**config.mk**
```make
export PLATFORM = sky130hd
export DESIGN_NAME = fetch_unit_flat
export DESIGN_NICKNAME = d
export VERILOG_FILES = /design/src/rtl/fetch_pkg.sv /design/src/rtl/fetch_unit_if.sv /design/src/rtl/sync_fifo.sv /design/src/rtl/fetch_unit.sv /design/src/flat_wrapper.sv
export SDC_FILE = /design/constraint.sdc
export NUM_CORES = 1
export LEC_CHECK = 0
export BUFFER_PORTS_ARGS = -buffer_cell sky130_fd_sc_hd__buf_4
export CORE_ASPECT_RATIO = 0.8
export CORE_UTILIZATION = 59
export DETAILED_ROUTE_END_ITERATION = 10
export GPL_ROUTABILITY_DRIVEN = 1
export PLACE_DENSITY = 0.91
export SLEW_MARGIN = 20
export SYNTH_ARGS = -nofsm -noshare
export SYNTH_HDL_FRONTEND = slang
export SYNTH_HIERARCHICAL = 1
export SYNTH_SLANG_ARGS = --single-unit
```
**constraint.sdc**
```tcl
create_clock -name clk -period 12.2 [get_ports clk]
set_clock_uncertainty 0.1 [all_clocks]
set_input_delay 1.83 -clock clk [delete_from_list [all_inputs] [get_ports clk]]
set_output_delay 1.83 -clock clk [all_outputs]
set_load 0.005 [all_outputs]
```
**src/rtl/fetch_pkg.sv**
```systemverilog
// Shared types and constants for the instruction fetch unit.
package fetch_pkg;

  localparam int unsigned FETCH_WORD_BYTES = 4;
  localparam logic [31:0] DEFAULT_RESET_PC = 32'h0000_0000;
  localparam logic [1:0]  MISALIGN_MASK    = 2'b11;

  // One buffered instruction as presented to decode.
  typedef struct packed {
    logic [31:0] pc;
    logic [31:0] instr;
    logic        fault;
  } fetch_entry_t;

endpackage

```
**src/rtl/fetch_unit_if.sv**
```systemverilog
// Redirect, instruction-memory and decode handshake signals of the fetch unit.
interface fetch_unit_if;
  logic        branch_taken;
  logic [31:0] branch_addr;
  logic        imem_req_valid;
  logic        imem_req_ready;
  logic [31:0] imem_req_addr;
  logic        imem_rsp_valid;
  logic [31:0] imem_rsp_data;
  logic        if_valid;
  logic        if_ready;
  logic [31:0] if_instr;
  logic [31:0] if_pc;
  logic        if_fault;

  // Fetch-unit side.
  modport master (
    input  branch_taken, branch_addr, imem_req_ready, imem_rsp_valid, imem_rsp_data, if_ready,
    output imem_req_valid, imem_req_addr, if_valid, if_instr, if_pc, if_fault
  );

  // Environment side: brancher, instruction memory and decode.
  modport slave (
    output branch_taken, branch_addr, imem_req_ready, imem_rsp_valid, imem_rsp_data, if_ready,
    input  imem_req_valid, imem_req_addr, if_valid, if_instr, if_pc, if_fault
  );
endinterface

```
**src/rtl/sync_fifo.sv**
```systemverilog
// Synchronous FIFO with flush and occupancy count. Depth must be a power of two.
// A flush that coincides with a push leaves exactly the pushed entry in the FIFO.
module sync_fifo #(
  parameter int unsigned Width = 32,
  parameter int unsigned Depth = 4
) (
  input  logic                   clk_i,
  input  logic                   rst_ni,
  input  logic                   flush_i,
  input  logic                   push_i,
  input  logic [Width-1:0]       wdata_i,
  input  logic                   pop_i,
  output logic [Width-1:0]       rdata_o,
  output logic                   empty_o,
  output logic                   full_o,
  output logic [$clog2(Depth):0] count_o
);
  localparam int unsigned AW = $clog2(Depth);
  localparam int unsigned CW = AW + 1;

  logic [Width-1:0] mem_q [Depth];
  logic [CW-1:0]    wptr_q, wptr_d, rptr_q, rptr_d;
  logic [AW-1:0]    waddr;

  assign count_o = wptr_q - rptr_q;
  assign empty_o = (wptr_q == rptr_q);
  assign full_o  = (count_o == CW'(Depth));
  assign rdata_o = mem_q[rptr_q[AW-1:0]];

  // Pointer update; flush restarts both pointers at slot 0.
  always_comb begin
    wptr_d = wptr_q;
    rptr_d = rptr_q;
    waddr  = wptr_q[AW-1:0];
    if (flush_i) begin
      rptr_d = '0;
      waddr  = '0;
      wptr_d = push_i ? CW'(1) : '0;
    end else begin
      if (push_i) wptr_d = wptr_q + CW'(1);
      if (pop_i && !empty_o) rptr_d = rptr_q + CW'(1);
    end
  end

  // Pointer registers.
  always_ff @(posedge clk_i or negedge rst_ni) begin
    if (!rst_ni) begin
      wptr_q <= '0;
      rptr_q <= '0;
    end else begin
      wptr_q <= wptr_d;
      rptr_q <= rptr_d;
    end
  end

  // Storage needs no reset: entries are only read once the pointers cover them.
  always_ff @(posedge clk_i) begin
    if (push_i) mem_q[waddr] <= wdata_i;
  end

  // Upstream credit accounting must keep pushes away from a full FIFO.
  assert property (@(posedge clk_i) disable iff (!rst_ni)
                   !(push_i && full_o && !pop_i && !flush_i));

endmodule

```
**src/rtl/fetch_unit.sv**
```systemverilog
// Fetch unit: owns the PC, issues in-order word requests to instruction memory, buffers
// responses and hands them to decode. Redirects flush the buffer and drop stale responses.
module fetch_unit
  import fetch_pkg::*;
#(
  parameter logic [31:0] RESET_PC        = DEFAULT_RESET_PC,
  parameter int unsigned FIFO_DEPTH      = 4,
  parameter int unsigned MAX_OUTSTANDING = 2
) (
  input logic          clk,
  input logic          rst_n,
  fetch_unit_if.master bus
);
  localparam int unsigned OW      = $clog2(MAX_OUTSTANDING + 1);
  localparam int unsigned IbCw    = $clog2(FIFO_DEPTH) + 1;
  // Address queue rounded up to a power of two; credits keep it at most MAX_OUTSTANDING full.
  localparam int unsigned AqDepth = (MAX_OUTSTANDING < 2) ? 2 : 2 ** $clog2(MAX_OUTSTANDING);
  localparam int unsigned AqCw    = $clog2(AqDepth) + 1;

  logic [31:0]     pc_q, pc_d;
  logic [OW-1:0]   out_q, out_d;
  logic [OW-1:0]   drop_q, drop_d;
  logic            halted_q, halted_d;

  logic            req_fire, rsp_drop, misaligned;
  logic [31:0]     credit_used;
  logic [31:0]     aq_head;
  logic [AqCw-1:0] aq_count;
  logic            aq_empty, aq_full;
  fetch_entry_t    ib_wdata, ib_head;
  logic            ib_push, ib_pop, ib_empty, ib_full;
  logic [IbCw-1:0] ib_count;
  logic            unused_flags;

  assign unused_flags = ^{aq_count, aq_empty, aq_full, ib_full};

  assign misaligned  = (bus.branch_addr[1:0] & MISALIGN_MASK) != 2'b00;
  // Buffered plus in-flight words must fit in the buffer so every response has a slot.
  assign credit_used = 32'(ib_count) + 32'(out_q);

  // rst_n gates the request so memory sees nothing while reset is asserted.
  assign bus.imem_req_valid = rst_n && !halted_q && (32'(out_q) < MAX_OUTSTANDING) &&
                              (credit_used < FIFO_DEPTH);
  assign bus.imem_req_addr  = pc_q;
  assign req_fire           = bus.imem_req_valid && bus.imem_req_ready;
  assign rsp_drop           = bus.imem_rsp_valid && (drop_q != '0);

  assign bus.if_valid = !ib_empty;
  assign bus.if_instr = (bus.if_valid && !ib_head.fault) ? ib_head.instr : 32'h0;
  assign bus.if_pc    = bus.if_valid ? ib_head.pc : 32'h0;
  assign bus.if_fault = bus.if_valid && ib_head.fault;
  assign ib_pop       = bus.if_valid && bus.if_ready;

  // Next PC, in-flight count, drop count and halt flag; a redirect overrides all of them.
  always_comb begin
    pc_d     = pc_q;
    halted_d = halted_q;
    out_d    = out_q + OW'(req_fire) - OW'(bus.imem_rsp_valid);
    drop_d   = drop_q - OW'(rsp_drop);
    if (req_fire) pc_d = pc_q + FETCH_WORD_BYTES;
    if (bus.branch_taken) begin
      pc_d     = bus.branch_addr;
      halted_d = misaligned;
      drop_d   = out_d;
    end
  end

  // Buffer write: live response data, or the fault marker for a misaligned target.
  always_comb begin
    ib_push  = bus.imem_rsp_valid && !rsp_drop;
    ib_wdata = '{pc: aq_head, instr: bus.imem_rsp_data, fault: 1'b0};
    if (bus.branch_taken) begin
      ib_push  = misaligned;
      ib_wdata = '{pc: bus.branch_addr, instr: 32'h0, fault: 1'b1};
    end
  end

  // Fetch state registers.
  always_ff @(posedge clk or negedge rst_n) begin
    if (!rst_n) begin
      pc_q     <= RESET_PC;
      out_q    <= '0;
      drop_q   <= '0;
      halted_q <= 1'b0;
    end else begin
      pc_q     <= pc_d;
      out_q    <= out_d;
      drop_q   <= drop_d;
      halted_q <= halted_d;
    end
  end

  // Addresses of requests in flight; never flushed so stale responses still pop their entry.
  sync_fifo #(
    .Width (32),
    .Depth (AqDepth)
  ) u_addr_q (
    .clk_i   (clk),
    .rst_ni  (rst_n),
    .flush_i (1'b0),
    .push_i  (req_fire),
    .wdata_i (pc_q),
    .pop_i   (bus.imem_rsp_valid),
    .rdata_o (aq_head),
    .empty_o (aq_empty),
    .full_o  (aq_full),
    .count_o (aq_count)
  );

  // Instruction buffer towards decode.
  sync_fifo #(
    .Width ($bits(fetch_entry_t)),
    .Depth (FIFO_DEPTH)
  ) u_instr_buf (
    .clk_i   (clk),
    .rst_ni  (rst_n),
    .flush_i (bus.branch_taken),
    .push_i  (ib_push),
    .wdata_i (ib_wdata),
    .pop_i   (ib_pop),
    .rdata_o (ib_head),
    .empty_o (ib_empty),
    .full_o  (ib_full),
    .count_o (ib_count)
  );

endmodule
```
**src/flat_wrapper.sv**
```systemverilog
// flat-port wrapper written by rule: the top's interface ports become plain ports
module fetch_unit_flat import fetch_pkg::*;
#(
  parameter logic [31:0] RESET_PC        = DEFAULT_RESET_PC,
  parameter int unsigned FIFO_DEPTH      = 4,
  parameter int unsigned MAX_OUTSTANDING = 2
)
  (clk, rst_n, bus_branch_taken, bus_branch_addr, bus_imem_req_ready, bus_imem_rsp_valid, bus_imem_rsp_data, bus_if_ready, bus_imem_req_valid, bus_imem_req_addr, bus_if_valid, bus_if_instr, bus_if_pc, bus_if_fault);
  fetch_unit_if bus_i ();
  input logic clk;
  input logic rst_n;
  input wire logic [$bits(bus_i.branch_taken)-1:0] bus_branch_taken;
  input wire logic [$bits(bus_i.branch_addr)-1:0] bus_branch_addr;
  input wire logic [$bits(bus_i.imem_req_ready)-1:0] bus_imem_req_ready;
  input wire logic [$bits(bus_i.imem_rsp_valid)-1:0] bus_imem_rsp_valid;
  input wire logic [$bits(bus_i.imem_rsp_data)-1:0] bus_imem_rsp_data;
  input wire logic [$bits(bus_i.if_ready)-1:0] bus_if_ready;
  output wire logic [$bits(bus_i.imem_req_valid)-1:0] bus_imem_req_valid;
  output wire logic [$bits(bus_i.imem_req_addr)-1:0] bus_imem_req_addr;
  output wire logic [$bits(bus_i.if_valid)-1:0] bus_if_valid;
  output wire logic [$bits(bus_i.if_instr)-1:0] bus_if_instr;
  output wire logic [$bits(bus_i.if_pc)-1:0] bus_if_pc;
  output wire logic [$bits(bus_i.if_fault)-1:0] bus_if_fault;
  assign bus_i.branch_taken = bus_branch_taken;
  assign bus_i.branch_addr = bus_branch_addr;
  assign bus_i.imem_req_ready = bus_imem_req_ready;
  assign bus_i.imem_rsp_valid = bus_imem_rsp_valid;
  assign bus_i.imem_rsp_data = bus_imem_rsp_data;
  assign bus_i.if_ready = bus_if_ready;
  assign bus_imem_req_valid = bus_i.imem_req_valid;
  assign bus_imem_req_addr = bus_i.imem_req_addr;
  assign bus_if_valid = bus_i.if_valid;
  assign bus_if_instr = bus_i.if_instr;
  assign bus_if_pc = bus_i.if_pc;
  assign bus_if_fault = bus_i.if_fault;
  fetch_unit #(.RESET_PC(RESET_PC), .FIFO_DEPTH(FIFO_DEPTH), .MAX_OUTSTANDING(MAX_OUTSTANDING)) u_core (.clk(clk), .rst_n(rst_n), .bus(bus_i));
endmodule
```
==> results of run 1 <==
-- power by group --
group | internal, mW | switching [mW] | total, mW
Combinational | 0.517 | 0.489 | 1.01
Clock | 0.634 | 0.438 | 1.07
Sequential | 1.52 | 0.0847 | 1.61
-- state kept, by name, indices dropped and copies added (netlist names) --
| register | flops |
|---|---|
| u_core/u_addr_q/mem_q | 64 |
| u_core/bus.imem_req_addr | 32 |
| u_core/u_instr_buf/rptr_q | 3 |
| u_core/halted_q | 1 |
| u_core/u_addr_q/wptr_q | 2 |
| u_core/u_addr_q/rptr_q | 2 |
| u_core/u_instr_buf/mem_q | 260 |
| u_core/out_q | 2 |
| u_core/drop_q | 2 |
| u_core/u_instr_buf/wptr_q | 3 |
-- final cells by class --
| cell class | count | area (µm²) |
|---|---|---|
| multi-input cells | 492 | 4420 |
| inverters | 34 | 128 |
| clock inverters | 11 | 131 |
| well taps | 351 | 439 |
| fillers | 1520 | 7340 |
| repair buffers | 177 | 1330 |
| flip-flops and latches | 371 | 10900 |
| clock buffers | 51 | 1000 |
-- metrics by stage --
| step | setup slack, ns | instance area (µm²) | hold WS (ns) | utilization |
|---|---|---|---|---|
| 5_1_grt | 6.70 | 18400 | 0.466 | 0.714 |
| 3_3_place_gp | 7.02 | 17200 | 0.401 | 0.670 |
| 2_1_floorplan | 1.56 | 15700 | 0.386 | - |
| 4_1_cts | 6.73 | 18400 | 0.438 | 0.714 |
| 3_5_place_dp | 7.03 | 17200 | 0.425 | 0.670 |
| 6_report | 6.95 | 18400 | 0.431 | 0.714 |
-- per-layer routing --
metal | global-route usage | wire length [µm] | vias up
li1 | - | - | 3971
met1 | 0.346 | 13300 | 4514
met2 | 0.434 | 17400 | 455
met3 | 0.0471 | 2470 | 71
met4 | 0.0771 | 863 | 0
met5 | 0 | 0 | -
-- worst paths after layout --
kind	end	slack [ns]	from
hold / removal	u_core/u_addr_q/mem_q[1][0]	0.43	u_core/bus.imem_req_addr[0]
setup / recovery	bus_if_instr[30]	6.95	u_core/u_instr_buf/rptr_q[0]
hold reg to reg	u_core/u_addr_q/mem_q[1][0]	0.43	u_core/bus.imem_req_addr[0]
min in group asynchronous	u_core/bus.imem_req_addr[25]	1.25	rst_n
setup reg to reg	u_core/u_addr_q/mem_q[1][22]	7.98	u_core/u_instr_buf/rptr_q[0]
max in group asynchronous	u_core/u_instr_buf/rptr_q[0]	10.22	rst_n
-- cell usage in the layout (no fill, tap or decap), types with 4 or more instances in the layout --
| cell | count |
|---|---|
| a21oi_1 | 5 |
| a22oi_1 | 5 |
| a31oi_1 | 10 |
| and2_1 | 36 |
| and4_1 | 5 |
| buf_4 | 177 |
| clkbuf_1 | 13 |
| clkbuf_16 | 38 |
| conb_1 | 6 |
| dfrtp_1 | 45 |
| edfxtp_1 | 324 |
| ha_1 | 10 |
| inv_1 | 34 |
| mux2_2 | 46 |
| mux4_2 | 65 |
| nand2_1 | 35 |
| nand2b_1 | 4 |
| nand3_1 | 27 |
| nand4_1 | 12 |
| nor2_1 | 26 |
| nor2b_1 | 72 |
| nor3b_1 | 5 |
| nor4_1 | 5 |
| o211ai_1 | 6 |
| o21ai_0 | 34 |
| o311ai_0 | 5 |
| o31ai_1 | 6 |
| or3_1 | 4 |
| or4_1 | 15 |
| xnor2_1 | 8 |
| xor2_1 | 5 |
-- worst max-delay path, stage by stage (launching register included) --
cell and delay (ns):
dfrtp_4 0.70, ha_1 0.40, nand2_1 0.17, nor2_4 0.81, nor2_4 0.31, and2_1 0.28, buf_4 0.13
==> flow_metrics.py, run 1 <==
metrics = {
    "worst_setup_path": {
        "timing.critical_path.arrival_ns": 3.32,
        "r2r.worst_path.cells": 10,
        "timing.critical_path.required_ns": 10.27,
        "start_kind": "flop",
        "highest_fanout_seen_on_the_critical_path": 36,
        "worstSetupEndpointType": "output pin",
        "worstSetupPathType": "flop to output pin",
    },
    "layout": {
        "nets": 1192,
        "drive_above_1_share": 0.308,
        "antennaDiodeCount": 0,
        "flow.area_growth_from_synthesis_pct": 17.0,
        "post_layout_nonfiller_instances": 1487,
    },
    "global_routing": {
        "first_pass_grt_wire_length_um": 52100,
        "grt_remaining_overflow": 0,
        "grt_antenna_before_repair": 0,
        "number_of_global_route_vias_before_repair": 9110,
        "pin_count_of_the_biggest_net_entering_global_routing": 72,
        "groute.usage.overall": 0.258,
    },
    "yosys": {
        "synth.avg_cell_area_um2": 16.6,
        "postSynthCellCount": 944,
        "synth-warning-count": 6,
        "syn_area_um2": 15700,
    },
    "floorplanning": {
        "coreArea_um2": 25700,
        "area_of_the_die_um2": 27300,
        "io-pin-count": 169,
        "initial_core_util": 0.611,
        "die-height_um": 148,
        "chipWidth_um": 184,
        "placement_rows": 52,
    },
    "worst_hold_path": {
        "worstHoldPathCells": 0,
        "worstHoldPathType": "flop to flop",
    },
    "job": {
        "cap_violations": 0,
    },
    "place": {
        "numPlacedInstances": 1425,
        "port-buffer-count": 168,
        "place_hpwl_um": 20300,
        "gpl.final_weighted_congestion": 0.833,
    },
    "routing": {
        "drt_drc_violations_left": 0,
        "routed_wirelength_um": 34000,
        "wl_per_cell_um": 22.9,
        "firstDrtPassIters": 5,
        "antenna_left": 0,
        "mean_number_of_vias_per_cell": 6.06,
        "drt_initial_violations": 858,
        "route.vias.total": 9011,
    },
    "power": {
        "total_power_mw": 3.68,
        "max-vdd-ir-drop_mv": 0.187,
        "power.density_cell_area_nw_per_um2": 201,
        "leakage_power_of_the_design_nw": 6.46,
    },
    "clocking": {
        "ctsLongestPathBuffers": 3,
        "tritoncts": "built",
        "cts_num_sinks": 371,
        "post-cts-setup-buffer-count": 0,
        "clock-root-buffer": "clkbuf_16",
        "h-tree-depth": 2,
        "cts.clk_slew.worst_paths_ns": 0.06,
        "ctsResizeCount": 0,
        "worst_skew_pair.late_latency_ns": 0.51,
        "cts_inserted_buffers": 35,
        "cts_hold_repair.buffers": 0,
    },
    "timing": {
        "min_period_over_period": 0.430,
        "hold_violations": 0,
        "grt_setup_unrepaired": "false",
        "report.final.slew_viol_count": 0,
        "min_clock_period_post_route_ns": 5.25,
        "timing_worst_slew_pin_value_ns": 1.11,
        "timing.slew.headroom": 0.261,
        "setup-tns-final_ns": 0,
        "setup_violations": 0,
        "fmax_mhz": 190,
    },
    "status": {
        "status": "finished, final reports clean",
    },
}
No activity file was read; power rests on OpenSTA's default activity.
==> run 2: changes to the inputs <==
- ABC_AREA: not set -> 1
- clock period: 12.2 -> 5.47 ns (I/O delays scaled with it)
==> run 2 against run 1 <==
Worst setup slack got worse by 5.9 ns. Total power grew 120%. Design area is 5.8% higher. Synthesized area is 7.4% higher. Sequential power up 120%. Critical endpoint is now bus_if_instr[22].
==> flow_metrics.py, run 2 <==
metrics = {
    "status": {
        "status": "finished, final reports clean",
    },
    "floorplanning": {
        "die-height_um": 153,
        "coreArea_um2": 27600,
        "chipWidth_um": 191,
        "initial_core_util": 0.610,
        "placement_rows": 54,
        "io-pin-count": 169,
        "area_of_the_die_um2": 29300,
    },
    "layout": {
        "nFillCells": 1795,
        "layout_commonest_cell": "nand2_1",
        "largest-register": "u_core/u_instr_buf/mem_q",
        "flow.area_growth_from_synthesis_pct": 15.3,
        "largest_reg_flops": 260,
        "nets": 1787,
        "postLayoutCoreUtil": 0.703,
        "drive_above_1_share": 0.203,
        "leading_cell_types_in_the_layout_fill_and_taps_excluded": "nand2_1, edfxtp_1, nor2_1, buf_4, inv_1",
        "antennaDiodeCount": 0,
    },
    "worst_setup_path": {
        "worstSetupEndpointType": "output pin",
        "timing.critical_path.arrival_ns": 3.54,
        "timing.critical_path.required_ns": 4.55,
        "worstSetupPathType": "flop to output pin",
        "highest_fanout_seen_on_the_critical_path": 110,
        "start_kind": "flop",
    },
    "timing": {
        "timing.slew.headroom": 0.256,
        "report.final.slew_viol_count": 0,
        "hold_violations": 0,
        "timing_worst_slew_pin_value_ns": 1.12,
        "setup_violations": 0,
        "min_period_over_period": 0.816,
        "grt_setup_unrepaired": "false",
        "fmax_mhz": 224,
        "setup-tns-final_ns": 0,
        "min_clock_period_post_route_ns": 4.46,
        "finalHoldWorstSlack_ns": 0.249,
    },
    "yosys": {
        "postSynthCellCount": 1557,
        "synth-warning-count": 6,
        "syn_area_um2": 16900,
        "synth.avg_cell_area_um2": 10.8,
    },
    "clocking": {
        "cts_num_sinks": 371,
        "post-cts-setup-buffer-count": 0,
        "ctsResizeCount": 0,
        "h-tree-depth": 2,
        "ctsLongestPathBuffers": 3,
        "worst_skew_pair.late_latency_ns": 0.52,
        "tritoncts": "built",
        "cts.clk_slew.worst_paths_ns": 0.07,
        "cts_hold_repair.buffers": 0,
        "clock-root-buffer": "clkbuf_16",
        "cts_inserted_buffers": 35,
    },
    "routing": {
        "antenna_left": 0,
        "firstDrtPassIters": 5,
        "wl_per_cell_um": 19.6,
        "drt_initial_violations": 1431,
        "routed_wirelength_um": 41100,
        "mean_number_of_vias_per_cell": 5.75,
        "route.vias.total": 12100,
        "drt_drc_violations_left": 0,
    },
    "job": {
        "cap_violations": 0,
    },
    "global_routing": {
        "grt_antenna_before_repair": 0,
        "groute.usage.overall": 0.282,
        "pin_count_of_the_biggest_net_entering_global_routing": 111,
        "first_pass_grt_wire_length_um": 63800,
        "grt_remaining_overflow": 0,
        "number_of_global_route_vias_before_repair": 11900,
    },
    "power": {
        "power.density_cell_area_nw_per_um2": 420,
        "leakage_power_of_the_design_nw": 7.96,
        "max-vdd-ir-drop_mv": 0.225,
    },
    "place": {
        "gpl.final_weighted_congestion": 0.914,
        "port-buffer-count": 168,
        "place_hpwl_um": 24700,
    },
    "worst_hold_path": {
        "worstHoldPathType": "input pin to asynchronous set/reset pin",
    },
}
## run 2: path summary, 6_finish.rpt
check	startpoint	endpoint	slack [ns]	depth (start not counted)
min in group clk	bus_branch_addr[8]	u_core/bus.imem_req_addr[8]	0.46	3
max in group asynchronous	rst_n	u_core/u_instr_buf/rptr_q[0]	4.49	1
min reg2reg	u_core/bus.imem_req_addr[1]	u_core/u_addr_q/mem_q[1][1]	0.46	0
max	u_core/u_instr_buf/rptr_q[0]	bus_if_instr[22]	1.01	7
min	rst_n	u_core/bus.imem_req_addr[3]	0.25	1
max reg2reg	u_core/u_instr_buf/rptr_q[0]	u_core/u_addr_q/mem_q[1][9]	1.43	10
## run 2: power by group
part | switching, mW | total, mW | internal [mW]
registers | 0.158 | 3.53 | 3.37
clock network | 1.00 | 2.44 | 1.44
logic | 1.38 | 2.20 | 0.812
total | 2.54 | 8.16 | 5.62
## run 2: layout make-up
class	instances	area, µm²	share of cell area
clock buffers	53	1020	0.0523
clock inverters	11	145	0.00747
inverters	165	624	0.0321
multi-input cells	949	4880	0.251
flip-flops and latches	371	10900	0.562
well taps	364	455	0.0234
repair buffers	184	1400	0.0719
## run 2: critical path, stage by stage (launching register included)
cell,delay (ns)
dfrtp_4,0.60
buf_4,0.86
o21ai_0,0.27
o22ai_1,0.21
inv_1,0.09
nand2_2,0.51
nor2_1,0.16
buf_4,0.19
## run 2: per-stage QoR
| step | setup slack, ns | std cells | instance area [µm²] | power (mW) |
|---|---|---|---|---|
| 4_1_cts | 0.704 | 2097 | 19400 | 8.17 |
| 2_1_floorplan | -1.16 | 1558 | 16900 | 4.93 |
| 5_1_grt | 0.919 | 2097 | 19400 | 8.51 |
| 3_3_place_gp | 1.54 | 2033 | 18300 | 5.63 |
| 6_report | 1.01 | 2097 | 19400 | 8.16 |
| 3_5_place_dp | 1.39 | 2033 | 18300 | 5.72 |
## run 2: layer usage
| layer | wire, µm | track usage | part of all wire | vias to the layer above |
|---|---|---|---|---|
| met2 | 19900 | 0.458 | 0.48 | 730 |
| met4 | 1600 | 0.115 | 0.039 | 0 |
| li1 | - | - | - | 5501 |
| met3 | 3640 | 0.0409 | 0.088 | 123 |
| met1 | 16000 | 0.383 | 0.39 | 5697 |
| met5 | 0 | 0 | 0 | - |
